<file path="config.mk">
export PLATFORM = sky130hd
export DESIGN_NAME = fetch_redirect_unit_flat
export DESIGN_NICKNAME = d
export VERILOG_FILES = /design/src/rtl/fetch_redirect_unit_if.sv /design/src/rtl/fetch_redirect_unit.sv /design/src/flat_wrapper.sv
export SDC_FILE = /design/constraint.sdc
export NUM_CORES = 1
export LEC_CHECK = 0
export CAP_MARGIN = 20
export CORE_MARGIN = 1.5
export CORE_UTILIZATION = 40
export DETAILED_ROUTE_END_ITERATION = 6
export DONT_BUFFER_PORTS = 1
export GPL_TIMING_DRIVEN = 0
export PLACE_DENSITY = 0.53
export SLEW_MARGIN = 20
export SYNTH_ARGS = -nofsm -noshare
export SYNTH_HDL_FRONTEND = slang
export SYNTH_SLANG_ARGS = --single-unit
</file>
<file path="constraint.sdc">
create_clock -name clk -period 5.3 [get_ports clk]
set_input_delay 1.59 -clock clk [delete_from_list [all_inputs] [get_ports clk]]
set_output_delay 1.59 -clock clk [all_outputs]
set_load 0.02 [all_outputs]
</file>
<file path="src/rtl/fetch_redirect_unit_if.sv">
// IF-stage boundary bundle: branch decision and stall from ID/hazard logic in,
// fetch address and IF/ID pipeline register contents out.
interface fetch_redirect_unit_if #(
  parameter int unsigned PC_WIDTH    = 32,
  parameter int unsigned INSTR_WIDTH = 32
);
  logic                   PCSrc;
  logic [PC_WIDTH-1:0]    BranchTarget;
  logic                   Stall;
  logic [INSTR_WIDTH-1:0] Instr_in;
  logic [PC_WIDTH-1:0]    PC;
  logic [INSTR_WIDTH-1:0] IF_ID_Instr;
  logic [PC_WIDTH-1:0]    IF_ID_PC4;
  logic                   IF_ID_Valid;
  logic                   Halted;
  logic [15:0]            BranchCount;

  // Pipeline/control side that drives the fetch unit
  modport master (
    output PCSrc, BranchTarget, Stall, Instr_in,
    input  PC, IF_ID_Instr, IF_ID_PC4, IF_ID_Valid, Halted, BranchCount
  );

  // Fetch unit itself
  modport slave (
    input  PCSrc, BranchTarget, Stall, Instr_in,
    output PC, IF_ID_Instr, IF_ID_PC4, IF_ID_Valid, Halted, BranchCount
  );
endinterface

</file>
<file path="src/rtl/fetch_redirect_unit.sv">
// IF stage: PC register, IF/ID register, taken-branch redirect with flush,
// halt-word drain sequence and a saturating redirect counter.
module fetch_redirect_unit #(
  parameter int unsigned          PC_WIDTH     = 32,
  parameter int unsigned          INSTR_WIDTH  = 32,
  parameter logic [PC_WIDTH-1:0]  RESET_PC     = 32'h0000_0000,
  parameter logic [INSTR_WIDTH-1:0] HALT_WORD  = 32'hFFFF_FFFF,
  parameter int unsigned          DRAIN_CYCLES = 4
) (
  input  logic                 clk,
  input  logic                 rst_n,
  fetch_redirect_unit_if.slave bus
);

  typedef enum logic [1:0] {
    ST_RUN    = 2'd0,
    ST_DRAIN  = 2'd1,
    ST_HALTED = 2'd2
  } state_t;

  localparam logic [3:0] DRAIN_INIT = 4'(DRAIN_CYCLES);

  state_t                 state_r;
  logic [PC_WIDTH-1:0]    pc_r;
  logic [INSTR_WIDTH-1:0] if_id_instr_r;
  logic [PC_WIDTH-1:0]    if_id_pc4_r;
  logic                   if_id_valid_r;
  logic                   halted_r;
  logic [15:0]            branch_count_r;
  logic [3:0]             drain_cnt_r;

  logic [PC_WIDTH-1:0]    pc_plus4_s;
  logic [15:0]            branch_count_next_s;
  logic                   halt_fetch_s;

  // Next-value helpers: wrapping PC+4, saturating redirect count, halt decode
  always_comb begin
    pc_plus4_s   = pc_r + PC_WIDTH'(4);
    halt_fetch_s = (bus.Instr_in == HALT_WORD);
    if (branch_count_r == 16'hFFFF) begin
      branch_count_next_s = branch_count_r;
    end else begin
      branch_count_next_s = branch_count_r + 16'd1;
    end
  end

  // Fetch FSM: PC, IF/ID register, drain countdown, halt flag and counter
  always_ff @(posedge clk or negedge rst_n) begin
    if (!rst_n) begin
      state_r        <= ST_RUN;
      pc_r           <= RESET_PC;
      if_id_instr_r  <= {INSTR_WIDTH{1'b0}};
      if_id_pc4_r    <= {PC_WIDTH{1'b0}};
      if_id_valid_r  <= 1'b0;
      halted_r       <= 1'b0;
      branch_count_r <= 16'd0;
      drain_cnt_r    <= DRAIN_INIT;
    end else begin
      case (state_r)
        ST_RUN: begin
          if (bus.Stall) begin
            // Branch operands are not resolved while stalled, so PCSrc is not trusted
            pc_r <= pc_r;
          end else if (bus.PCSrc) begin
            pc_r           <= bus.BranchTarget;
            if_id_instr_r  <= {INSTR_WIDTH{1'b0}};
            if_id_pc4_r    <= {PC_WIDTH{1'b0}};
            if_id_valid_r  <= 1'b0;
            branch_count_r <= branch_count_next_s;
          end else begin
            if_id_instr_r <= bus.Instr_in;
            if_id_pc4_r   <= pc_plus4_s;
            if_id_valid_r <= 1'b1;
            if (halt_fetch_s) begin
              state_r     <= ST_DRAIN;
              drain_cnt_r <= DRAIN_INIT;
            end else begin
              pc_r <= pc_plus4_s;
            end
          end
        end
        ST_DRAIN: begin
          if (bus.Stall) begin
            drain_cnt_r <= drain_cnt_r;
          end else begin
            if_id_instr_r <= {INSTR_WIDTH{1'b0}};
            if_id_pc4_r   <= {PC_WIDTH{1'b0}};
            if_id_valid_r <= 1'b0;
            drain_cnt_r   <= drain_cnt_r - 4'd1;
            // Counter lands on zero this edge; a corrupted zero also terminates
            if (drain_cnt_r <= 4'd1) begin
              state_r  <= ST_HALTED;
              halted_r <= 1'b1;
            end else begin
              state_r <= ST_DRAIN;
            end
          end
        end
        ST_HALTED: begin
          halted_r      <= 1'b1;
          if_id_valid_r <= 1'b0;
        end
        default: begin
          state_r       <= ST_HALTED;
          halted_r      <= 1'b1;
          if_id_valid_r <= 1'b0;
        end
      endcase
    end
  end

  assign bus.PC          = pc_r;
  assign bus.IF_ID_Instr = if_id_instr_r;
  assign bus.IF_ID_PC4   = if_id_pc4_r;
  assign bus.IF_ID_Valid = if_id_valid_r;
  assign bus.Halted      = halted_r;
  assign bus.BranchCount = branch_count_r;

endmodule
</file>
<file path="src/flat_wrapper.sv">
// flat-port wrapper written by rule: the top's interface ports become plain ports
module fetch_redirect_unit_flat 
#(
  parameter int unsigned          PC_WIDTH     = 32,
  parameter int unsigned          INSTR_WIDTH  = 32,
  parameter logic [PC_WIDTH-1:0]  RESET_PC     = 32'h0000_0000,
  parameter logic [INSTR_WIDTH-1:0] HALT_WORD  = 32'hFFFF_FFFF,
  parameter int unsigned          DRAIN_CYCLES = 4
)
  (clk, rst_n, bus_PCSrc, bus_BranchTarget, bus_Stall, bus_Instr_in, bus_PC, bus_IF_ID_Instr, bus_IF_ID_PC4, bus_IF_ID_Valid, bus_Halted, bus_BranchCount);
  fetch_redirect_unit_if #(.PC_WIDTH(PC_WIDTH), .INSTR_WIDTH(INSTR_WIDTH)) bus_i ();
  input  logic clk;
  input  logic rst_n;
  input wire logic [$bits(bus_i.PCSrc)-1:0] bus_PCSrc;
  input wire logic [$bits(bus_i.BranchTarget)-1:0] bus_BranchTarget;
  input wire logic [$bits(bus_i.Stall)-1:0] bus_Stall;
  input wire logic [$bits(bus_i.Instr_in)-1:0] bus_Instr_in;
  output wire logic [$bits(bus_i.PC)-1:0] bus_PC;
  output wire logic [$bits(bus_i.IF_ID_Instr)-1:0] bus_IF_ID_Instr;
  output wire logic [$bits(bus_i.IF_ID_PC4)-1:0] bus_IF_ID_PC4;
  output wire logic [$bits(bus_i.IF_ID_Valid)-1:0] bus_IF_ID_Valid;
  output wire logic [$bits(bus_i.Halted)-1:0] bus_Halted;
  output wire logic [$bits(bus_i.BranchCount)-1:0] bus_BranchCount;
  assign bus_i.PCSrc = bus_PCSrc;
  assign bus_i.BranchTarget = bus_BranchTarget;
  assign bus_i.Stall = bus_Stall;
  assign bus_i.Instr_in = bus_Instr_in;
  assign bus_PC = bus_i.PC;
  assign bus_IF_ID_Instr = bus_i.IF_ID_Instr;
  assign bus_IF_ID_PC4 = bus_i.IF_ID_PC4;
  assign bus_IF_ID_Valid = bus_i.IF_ID_Valid;
  assign bus_Halted = bus_i.Halted;
  assign bus_BranchCount = bus_i.BranchCount;
  fetch_redirect_unit #(.PC_WIDTH(PC_WIDTH), .INSTR_WIDTH(INSTR_WIDTH), .RESET_PC(RESET_PC), .HALT_WORD(HALT_WORD), .DRAIN_CYCLES(DRAIN_CYCLES)) u_core (.clk(clk), .rst_n(rst_n), .bus(bus_i));
endmodule
</file>
=== Word level (Yosys, flattened, before mapping) ===
Cells that the tools add are included.

* Add/sub/neg operators: 3
* Order comparisons: 1
* Equality and inequality tests: 10
* Multiplexer cells: 27
* Bitwise logic cells: 4
* Reductions and logical operators: 9

{| class="wikitable"
|+ Operator list
! kind !! number
|-
| 32-bit 2-to-1 mux || 7
|-
| 32-bit case mux with 2 select lines || 2
|-
| 32-bit by 3-bit adder with 32-bit output (second input constant) || 1
|-
| 32-bit equality test (second input constant) || 1
|-
| 16-bit by 1-bit adder with 16-bit output (second input constant) || 1
|-
| 16-bit equality test (second input constant) || 1
|-
| 4-bit 2-to-1 mux || 4
|-
| 2-bit 2-to-1 mux || 5
|-
| 5-bit AND reduction || 2
|-
| 3-bit AND reduction || 3
|-
| 2-bit inequality test (second input constant) || 4
|-
| 4-bit case mux with 2 select lines || 1
|-
| 2-bit case mux with 3 select lines || 1
|-
| 1-bit 2-to-1 mux || 5
|-
| 4-bit by 1-bit less-or-equal comparator with 1-bit output (second input constant) || 1
|-
| 2-bit by 1-bit inequality test with 1-bit output (second input constant) || 2
|-
| 1-bit NOT || 4
|-
| 1-bit case mux with 2 select lines || 2
|-
| 4-bit AND reduction || 1
|-
| 4-bit by 1-bit subtractor with 4-bit output (second input constant) || 1
|-
| 2-bit by 1-bit equality test with 1-bit output (second input constant) || 1
|-
| 2-bit equality test (second input constant) || 1
|-
| 2-bit zero test || 1
|-
| 2-bit AND reduction || 1
|-
| 2-bit nonzero test || 1
|}

* Register bits after elaboration: 120
* Bits of input ports: 68
* Output and inout port bits: 114
* Word-level logic and storage cells: 62

=== Depth between registers and ports, before layout ===
Gate-level depths: netlist (run 1).

* Depth after elaboration: 5
* Mapped depth: 7
* Gate-level depth less buffers: 6

=== Worst setup path after synthesis (run 1) ===
OpenSTA, ideal clock, no wires.

* Path kind: input-to-reg
* Start point: in bus_PCSrc
* End point: reg u_core.branch_count_r[1] (netlist: u_core.bus.BranchCount[1])
* Setup time: 125 ps
* Data arrival time: 3037 ps
* Required time: 5175 ps
* Path slack: 2138 ps
* Cell stages on the path: 4
* Cell sequence: clkbuf_1 > nor4b_2 > a21boi_1 > mux2_2

* Word-level cells in the longest chain between the ends: 1

{| class="wikitable"
|+ Ends and longest elaborated chain
! what !! RTL line !! RTL
|-
| start: declaration || flat_wrapper.sv:14 || <nowiki>input wire logic [$bits(bus_i.PCSrc)-1:0] bus_PCSrc;</nowiki>
|-
| 4-bit AND reduction (no line) || -- ||
|-
| end signal: assignment || fetch_redirect_unit.sv:69 || <nowiki>branch_count_r <= branch_count_next_s;</nowiki>
|-
| end: declaration || fetch_redirect_unit.sv:29 || <nowiki>logic [15:0] branch_count_r;</nowiki>
|}

Every way passes these cells.
A chain may end at the register's enable or synchronous reset.

=== Worst setup path after layout (run 1) ===
* Start point: in bus_PCSrc
* End point: reg u_core.pc_r[22] (netlist: u_core.bus.PC[22])

* Word-level cells in the longest chain between the ends: 2

{| class="wikitable"
|+ Ends and longest elaborated chain
! what !! RTL line !! RTL
|-
| 2-bit inequality test (no line) || -- ||
|-
| 3-bit AND reduction (no line) || -- ||
|-
| end signal: assignment || fetch_redirect_unit.sv:63 || <nowiki>pc_r <= pc_r;</nowiki>
|-
| end signal: assignment || fetch_redirect_unit.sv:65 || <nowiki>pc_r <= bus.BranchTarget;</nowiki>
|-
| end signal: assignment || fetch_redirect_unit.sv:78 || <nowiki>pc_r <= pc_plus4_s;</nowiki>
|-
| end: declaration || fetch_redirect_unit.sv:24 || <nowiki>logic [PC_WIDTH-1:0] pc_r;</nowiki>
|}

Several ways; a longest one is shown, not always the timed one.

==> results_dict.tcl, run 1 <==
set metrics [dict create \
    status "complete, no violations" \
    fin_skew_ps 12.2 \
    worstPathMaxFanout 10 \
    worst_path_most_repeated_cell "clkbuf_1" \
    synth_top_family_by_area "compound AO/OA/AOI/OAI gates" \
    dr.pass1.iters 4 \
    grt_pass1_wl_um 25900 \
    cts.sinks 120 \
    maxCapViolations 0 \
    synthSimpleGateAreaFrac_pct 17.1 \
    io_buffers 0 \
    antenna_found_initial 0 \
    tritoncts "yes" \
    leakage_uw 0.00276 \
    syn_area_um2 5840 \
    power_density_nw_per_um2 604 \
    initial_utilization_pct 41.6 \
    synth_edf_count 0 \
    gp_routability_congestion 0.821 \
    ioPinCount 182 \
    clkTransAtPathRegs_ps 60 \
    use_met1_pct 27.3 \
    synth-xor-area-share_pct 6.00 \
    grt_max_degree 121 \
    h-tree-depth 4 \
    drive_above_1_share_pct 9.24 \
    worst-r2r-cell-count 7 \
    via_count 4569 \
    drcViolationCount 0 \
    worstSkewPairLatency_ps 420 \
    hold_viol_final 0 \
    ys_warn_count 0 \
    grt_pass1_vias 4705 \
    worstHoldPathType "reg -> reg" \
    whs_ps 521 \
    tightest_slew_ps 939 \
    critPathLaunchType "input pin" \
    cts_resized 0 \
    wl_per_cell_um 21.7 \
    top_usage_layer "met2" \
    slew_violations 0 \
    ys_ff_latch 120 \
    fill_cells 1307 \
    cp_slowest_cell "clkbuf_1" \
    muxShareOfSynthArea_pct 1.78 \
    vias_per_cell 5.90 \
    postCtsHoldBufs 0 \
    crit_path_max_incr_delay_ps 510 \
    fp.coreArea_um2 14000 \
    layout_commonest_cell "dfrtp_1" \
    min_path_cells 1 \
    final_cell_mix "dfrtp_1 (119), nand2_1 (54), a22o_1 (44)" \
    met3_usage_pct 7.97 \
    grt_use_total_pct 22.9 \
    synthesis.instances 563 \
    cts_buffers 17 \
    layout.nets 654 \
    placementRows 43 \
    fmax_mhz 288 \
    finalSetupTns_ps 0 \
    period_needed_ps 3470 \
    ant_nets 0 \
    synth_adder_area_share_pct 0.857 \
    dieWidth_um 124 \
    synth_compound_area_share_pct 19.6 \
    syn2layout_area_growth_pct 14.6 \
    rsz0062_at_grt "no" \
    synthArstFlopShare_pct 100 \
    cts_setup_buffers 0 \
    synth_seq_area_share_pct 51.5 \
    dp.final_hpwl_um 11800 \
    path_cells "clkbuf_1, nand4b_1, nor4_1, nand3_1, nand2_1, clkbuf_1, o2bb2ai_1" \
    diodes 0 \
    synth_cell_types 57 \
    wirelength_um 16800 \
    timing_worst_setup_path_type "in -> reg" \
    ys.flop_type "dfrtp_1" \
    ir_drop_mv 0.279 \
    synth_nets 635 \
    slew_headroom_pct 36.9 \
    critPathArrivalTime_ps 3750 \
    grt_remaining_overflow 0 \
    drt-initial-drc-count 304 \
    setup-violations-final 0 \
    clk_path_buf_depth 2 \
    die-area_um2 15300 \
    endpoint_kind "flip-flop" \
    crit_required_ps 5580 \
    globalRouteMet2Util_pct 38.4 \
    synth.avg_cell_area_um2 10.4 \
    dieHeight_um 124 \
    fin_crit_sh_pct 65.5 \
    root_buffer "clkbuf_16" \
]
worst max-delay path: cells and delay by family:
kind | cells | cell delay (ps)
AO/OA/AOI/OAI | 1 | 130
buffers and inverters | 2 | 720
AND/OR/NAND/NOR | 4 | 1300
routing by layer:
metal  vias up  wire [µm]
li1       2119          -
met1      2242       6830
met2       192       8270
met3        16       1490
met4         0        238
met5         -          0
worst paths after layout:
| kind | startpoint | to | slack, ps |
|---|---|---|---|
| setup / recovery | bus_PCSrc | u_core.bus.PC[22] | 1830 |
| hold / removal | u_core.state_r[1] | u_core.bus.IF_ID_Valid | 520 |
| setup reg to reg | u_core.bus.PC[2] | u_core.bus.PC[30] | 2570 |
| hold reg to reg | u_core.state_r[1] | u_core.bus.IF_ID_Valid | 520 |
| max in group asynchronous | rst_n | u_core.drain_cnt_r[2] | 4190 |
| min in group asynchronous | rst_n | u_core.bus.PC[10] | 860 |
state kept, by name (all words and copies together), names as in the netlist:
| signal | count |
|---|---|
| u_core.bus.PC | 32 |
| u_core.bus.IF_ID_PC4 | 32 |
| u_core.drain_cnt_r | 4 |
| u_core.state_r | 2 |
| u_core.bus.IF_ID_Valid | 1 |
| u_core.bus.IF_ID_Instr | 32 |
| u_core.bus.BranchCount | 16 |
| u_core.bus.Halted | 1 |
Yosys cell counts (2+ instances only):
cell / number / area (µm²)
a31oi_1: 6 / 37.5
xnor2_1: 24 / 210
dfrtp_1: 119 / 2980
or2_2: 3 / 18.8
nor4_1: 7 / 43.8
a31o_2: 2 / 17.5
inv_1: 7 / 26.3
nor3_1: 15 / 75.1
and3_1: 10 / 62.6
nand4_1: 15 / 93.8
nand3_1: 20 / 100
buf_2: 2 / 10.0
a22o_1: 44 / 385
o211ai_1: 18 / 135
nand2_1: 54 / 203
nor3_2: 2 / 20.0
nor2b_1: 4 / 25.0
nand2b_1: 2 / 12.5
xor2_1: 16 / 140
mux2_2: 3 / 33.8
o31ai_2: 2 / 25.0
and4_1: 4 / 35.0
o31ai_1: 7 / 52.6
and2_1: 2 / 12.5
or3_1: 3 / 18.8
o21ai_0: 24 / 120
clkbuf_1: 31 / 116
ha_1: 4 / 50.1
nor2_1: 30 / 113
o21ai_1: 2 / 10.0
a22oi_1: 11 / 82.6
a21oi_1: 18 / 90.1
nand4b_1: 2 / 17.5
mux2i_1: 7 / 70.1
nand3b_1: 2 / 15.0
o2bb2ai_1: 16 / 140
buf_1: 5 / 18.8
logic make-up after synthesis:
logic type / count (synthesis)
AND/OR/NAND/NOR: 187
AO/OA/AOI/OAI: 156
XOR/XNOR: 40
flip-flops: 120
buffers and inverters: 46
adder cells (fa/ha/maj): 4
multiplexers: 10
stage by stage:
stage          utilization, %  instance area, µm²  instances  setup slack, ps  power [µW]
6_report                 47.6                6690        775             1830        4040
4_1_cts                  47.6                6690        775             1840        4070
2_1_floorplan               -                5840        563             2140        2540
3_5_place_dp             43.2                6060        743             1410        2830
3_3_place_gp             43.2                6060        743             1480        2800
5_1_grt                  47.6                6690        775             1670        4270
power breakdown:
part | internal [µW] | switching (µW) | total [µW]
sequential | 1250 | 788 | 2030
combinational | 356 | 417 | 773
clock | 787 | 443 | 1230
total | 2390 | 1650 | 4040
final cells by class:
| class | count | area [µm²] | share of cell area [%] |
|---|---|---|---|
| clock buffers | 17 | 425 | 6.36 |
| clock inverters | 15 | 200 | 2.99 |
| plain buffers | 39 | 156 | 2.34 |
| inverters | 7 | 26.3 | 0.393 |
| flip-flops and latches | 120 | 3000 | 44.9 |
| multi-input cells | 397 | 2650 | 39.6 |
| well taps | 180 | 225 | 3.37 |
Power figures use the tool's default switching activity.
==> run 2, diff against run 1 <==
==> constraint.sdc (replaced) <==
create_clock -name clk -period 3.6 [get_ports clk]
set_input_delay 1.08 -clock clk [delete_from_list [all_inputs] [get_ports clk]]
set_output_delay 1.08 -clock clk [all_outputs]
set_load 0.02 [all_outputs]
==> run 2 against run 1 <==
  * Flip-flop and latch count did not move
  * Core utilization did not move
  * Global-route usage about the same
  * Power up 47%
  * Final cell count did not move
  * Clock power is 47% higher
  * First-iteration DRC count down 22%
  * Worst setup slack lost 1200 ps
  * Critical path depth is the same
  * Combinational power is 47% higher
  * Non-clock buffer count unchanged
  * Count of clock-buffer cells in the layout stayed put
  * Critical path type unchanged
  * Critical endpoint is now u_core.bus.PC[17]
==> results_dict.tcl, run 2 (synthesis results as in run 1) <==
set metrics [dict create \
    tritoncts "yes" \
    worstSkewPairLatency_ps 430 \
    diodes 0 \
    finalSetupTns_ps 0 \
    top_usage_layer "met2" \
    cts_setup_buffers 0 \
    drcViolationCount 0 \
    hold_viol_final 0 \
    crit_required_ps 3920 \
    tightest_slew_ps 931 \
    cts_buffers 17 \
    gp_routability_congestion 0.821 \
    grt_max_degree 121 \
    root_buffer "clkbuf_16" \
    wirelength_um 16800 \
    layout_commonest_cell "dfrtp_1" \
    leakage_uw 0.00276 \
    clkTransAtPathRegs_ps 60 \
    vias_per_cell 5.86 \
    ant_nets 0 \
    fin_crit_sh_pct 82.1 \
    grt_pass1_wl_um 25900 \
    clk_path_buf_depth 2 \
    dieWidth_um 124 \
    dp.final_hpwl_um 11800 \
    critPathTopFamily "simple AND/OR/NAND/NOR gates" \
    whs_ps 347 \
    critPathArrivalTime_ps 3270 \
    final_cell_mix "dfrtp_1 (119), nand2_1 (54), a22o_1 (44)" \
    syn2layout_area_growth_pct 14.6 \
    grt_pass1_vias 4713 \
    drt-initial-drc-count 238 \
    grt_use_total_pct 22.9 \
    timing_worst_setup_path_type "in -> reg" \
    critPathLaunchType "input pin" \
    io_buffers 0 \
    ioPinCount 182 \
    cts_resized 0 \
    met3_usage_pct 8.10 \
    endpoint_kind "flip-flop" \
    via_count 4539 \
    status "complete, no violations" \
    slew_violations 0 \
    setup-violations-final 0 \
    antenna_found_initial 0 \
    final_core_util_pct 47.6 \
    slew_headroom_pct 37.5 \
    fp.coreArea_um2 14000 \
    path_cells "clkbuf_1, nand4b_1, nor4_1, nand3_1, and2_0, clkbuf_1, a22o_1" \
    worstPathMaxFanout 10 \
    cp_num_buf_inv 2 \
    h-tree-depth 4 \
    period_needed_ps 2960 \
    finalPower_uw 5940 \
    fill_cells 1307 \
    grt_remaining_overflow 0 \
    maxCapViolations 0 \
    worstHoldPathType "in -> async" \
    postCtsHoldBufs 0 \
    rsz0062_at_grt "no" \
    crit_path_max_incr_delay_ps 390 \
    worst_path_most_repeated_cell "clkbuf_1" \
    ir_drop_mv 0.411 \
    dieHeight_um 124 \
    dr.pass1.iters 4 \
    wl_per_cell_um 21.7 \
    globalRouteMet2Util_pct 38.5 \
    use_met1_pct 27.2 \
    fmax_mhz 338 \
    die-area_um2 15300 \
    initial_utilization_pct 41.6 \
    cp_slowest_cell "nor4_1" \
    placementRows 43 \
    cts.sinks 120 \
    power_density_nw_per_um2 888 \
    layout.nets 654 \
    fin_skew_ps 11.5 \
    drive_above_1_share_pct 9.24 \
]
run 2: power breakdown:
part,internal [µW],leakage (µW),switching [µW]
logic,524,0.000926,612
clock network,1160,0.000296,654
registers,1830,0.00154,1160
total,3520,0.00276,2430
run 2: through the flow:
stage | setup slack (ps) | instance area (µm²) | std cells
after floorplan | 948 | 5840 | 563
after global placement | 294 | 6060 | 743
after detailed placement | 220 | 6060 | 743
after CTS | 653 | 6690 | 775
after global routing | 485 | 6690 | 775
final | 643 | 6690 | 775
run 2: per-layer routing:
| layer | vias up | share of wire, % |
|---|---|---|
| met3 | 19 | 8.0 |
| met4 | 0 | 1.5 |
| li1 | 2114 | - |
| met1 | 2225 | 41 |
| met5 | - | 0 |
| met2 | 181 | 49 |
run 2: cell type report:
| type | instances | area (µm²) | area share [%] |
|---|---|---|---|
| flip-flops and latches | 120 | 3000 | 44.9 |
| multi-input cells | 397 | 2650 | 39.6 |
| clock buffers | 17 | 425 | 6.36 |
| well taps | 180 | 225 | 3.37 |
| clock inverters | 15 | 200 | 2.99 |
| plain buffers | 39 | 156 | 2.34 |
| inverters | 7 | 26.3 | 0.393 |
run 2: path summary, 6_finish.rpt:
kind / start / endpoint / slack, ps / cells past startpoint
max in group asynchronous: rst_n / u_core.drain_cnt_r[2] / 3000 / 0
hold reg to reg: u_core.state_r[1] / u_core.bus.IF_ID_Valid / 520 / 1
min in group clk: u_core.state_r[1] / u_core.bus.IF_ID_Valid / 520 / 1
hold / removal: rst_n / u_core.bus.PC[15] / 350 / 0
setup / recovery: bus_PCSrc / u_core.bus.PC[17] / 640 / 7
setup reg to reg: u_core.bus.PC[2] / u_core.bus.PC[30] / 870 / 7
run 2: worst reg2reg max path: cells and delay by family (launching register included):
family	cells	cell delay, ps
AOI/OAI and AO/OA	1	110
adders and majority gates	1	330
buffers and inverters	1	170
DFF	1	570
muxes	1	330
and+or+nand+nor	3	1070
==> run 3, diff against run 2 <==
--- a/config.mk
+++ b/config.mk
@@ -11,7 +11,7 @@
 export DETAILED_ROUTE_END_ITERATION = 6
 export DONT_BUFFER_PORTS = 1
 export GPL_TIMING_DRIVEN = 0
-export PLACE_DENSITY = 0.53
+export PLACE_DENSITY = 0.55
 export SLEW_MARGIN = 20
 export SYNTH_ARGS = -nofsm -noshare
 export SYNTH_HDL_FRONTEND = slang
==> constraint.sdc (replaced) <==
create_clock -name clk -period 2.6 [get_ports clk]
set_input_delay 0.78 -clock clk [delete_from_list [all_inputs] [get_ports clk]]
set_output_delay 0.78 -clock clk [all_outputs]
set_load 0.02 [all_outputs]
==> run 3 against run 2 <==
  * Sequential share of layout area decreased by 0.38 points
  * Routed wire length up 1.9%
  * Flip-flop and latch count stayed put
  * Power increased by 39%
  * Core utilization increased by 0.49 points
  * Register-to-register slack worse by 710 ps
  * Count of clock-buffer cells in the layout rose by 4
  * Non-clock buffer count increased by 4
  * Final cell count is 0.52% higher
==> results_dict.tcl, run 3 (synthesis results as in run 1) <==
set metrics [dict create \
    gp_routability_congestion 0.826 \
    wirelength_um 17200 \
    drt-initial-drc-count 355 \
    leakage_uw 0.00279 \
    drive_above_1_share_pct 11.2 \
    diodes 0 \
    slew_headroom_pct 36.7 \
    final-seq-area_um2 3010 \
    grt_use_total_pct 23.1 \
    critPathLaunchType "flip-flop" \
    endpoint_kind "flip-flop" \
    dr.pass1.iters 5 \
    cp-endpoint "u_core.bus.PC[30]" \
    fin_skew_ps 8.15 \
    h-tree-depth 4 \
    grt_pass1_vias 4718 \
    setup-violations-final 0 \
    clkTransAtPathRegs_ps 60 \
    ir_drop_mv 0.592 \
    status "complete, no violations" \
    clk_path_buf_depth 2 \
    dp.final_hpwl_um 12000 \
    rsz0062_at_grt "no" \
    ant_nets 0 \
    final_cell_mix "dfrtp_1 (115), nand2_1 (54), a22o_1 (44)" \
    die-area_um2 15300 \
    cts_buffers 17 \
    dieWidth_um 124 \
    slew_violations 0 \
    fp.coreArea_um2 14000 \
    fmax_mhz 411 \
    postCtsHoldBufs 0 \
    worstPathMaxFanout 9 \
    layout.nets 658 \
    syn2layout_area_growth_pct 15.8 \
    hold_viol_final 0 \
    place_ws_ps -458 \
    crit_required_ps 2880 \
    power_density_nw_per_um2 1220 \
    dieHeight_um 124 \
    tightest_slew_ps 942 \
    cts.sinks 120 \
    multi_input_area_um2 2710 \
    startpoint "u_core.bus.PC[2]" \
    timing_worst_setup_path_type "reg -> reg" \
    maxCapViolations 0 \
    worstSkewPairLatency_ps 410 \
    fill_cells 1334 \
    r2r_slack_ps 160 \
    worstHoldPathType "in -> async" \
    layout_commonest_cell "dfrtp_1" \
    root_buffer "clkbuf_16" \
    drcViolationCount 0 \
    whs_ps 63.5 \
    period_needed_ps 2440 \
    io_buffers 0 \
    initial_utilization_pct 41.6 \
    vias_per_cell 5.91 \
    grt_pass1_wl_um 26100 \
    wl_per_cell_um 22.0 \
    critPathArrivalTime_ps 2720 \
    grt_max_degree 121 \
    ioPinCount 182 \
    worst-r2r-cell-count 7 \
    r2r-start "u_core.bus.PC[2]" \
    fin_crit_sh_pct 93.7 \
    antenna_found_initial 0 \
    r2r_end "u_core.bus.PC[30]" \
    layout_setup_ws_ps 165 \
    tritoncts "yes" \
    placementRows 43 \
    grt_remaining_overflow 0 \
    via_count 4601 \
]
==> run 3: changes by cell type in the layout (fill, tap and decap cells not counted), sizes merged <==
cell,change
inv,-2
buf,+3
clkinvlp,-1
clkbuf,+5
bufinv,-1
==> run 3: routing by layer <==
layer | part of all wire, % | track usage, %
met5 | 0 | 0
met4 | 2.0 | 8.12
met3 | 10 | 9.71
met2 | 48 | 37.0
met1 | 40 | 27.9
==> run 3: cell type report <==
type,instances,share of cell area [%]
flip-flops and latches,120,44.5
clock buffers,21,6.67
plain buffers,39,2.39
multi-input cells,397,40.0
clock inverters,11,2.20
inverters,7,0.389
well taps,180,3.33
repair buffers,4,0.444
==> run 3: where the power goes <==
group | total [µW] | switching [µW] | internal (µW) | leakage, µW
Combinational | 1660 | 880 | 778 | 0.000972
Sequential | 4180 | 1640 | 2540 | 0.00153
Clock | 2390 | 862 | 1530 | 0.000283
Total | 8230 | 3380 | 4850 | 0.00279
==> run 3: worst max-delay path: stages, from the launching register on <==
cell and delay [ps]:
dfrtp_2 510, ha_4 210, nand3_4 130, or4_4 580, buf_6 160, nor4_4 300
mux2i_2 310, a31oi_1 110
==> run 3: metrics by stage <==
step / std cells / power [µW] / TNS [ps] / util, % / cell area, µm²
final: 779 / 8230 / 0 / 48.1 / 6760
after global routing: 779 / 8690 / 0 / 48.1 / 6760
after CTS: 775 / 8220 / 0 / 47.6 / 6680
after detailed placement: 743 / 5790 / -12730 / 43.2 / 6060
after global placement: 743 / 5720 / -10930 / 43.2 / 6060
after floorplan: 563 / 5190 / 0 / - / 5840
==> run 3: timing repair <==
action,CTS,global route
endpoints found under the setup margin,5,29
setup buffers,0,4
pin swaps,1,2
gates resized for setup,6,12
endpoints found under the hold margin,0,0
==> run 3: how the worst min path moves through the flow <==
stage               depth (start not counted)                         to   from
floorplan                                   0  u_core.bus.BranchCount[0]  rst_n
global placement                            0    u_core.bus.IF_ID_PC4[8]  rst_n
global route                                0           u_core.bus.PC[8]  rst_n
CTS                                         0           u_core.bus.PC[3]  rst_n
finish                                      0           u_core.bus.PC[8]  rst_n
detailed placement                          0    u_core.bus.IF_ID_PC4[8]  rst_n
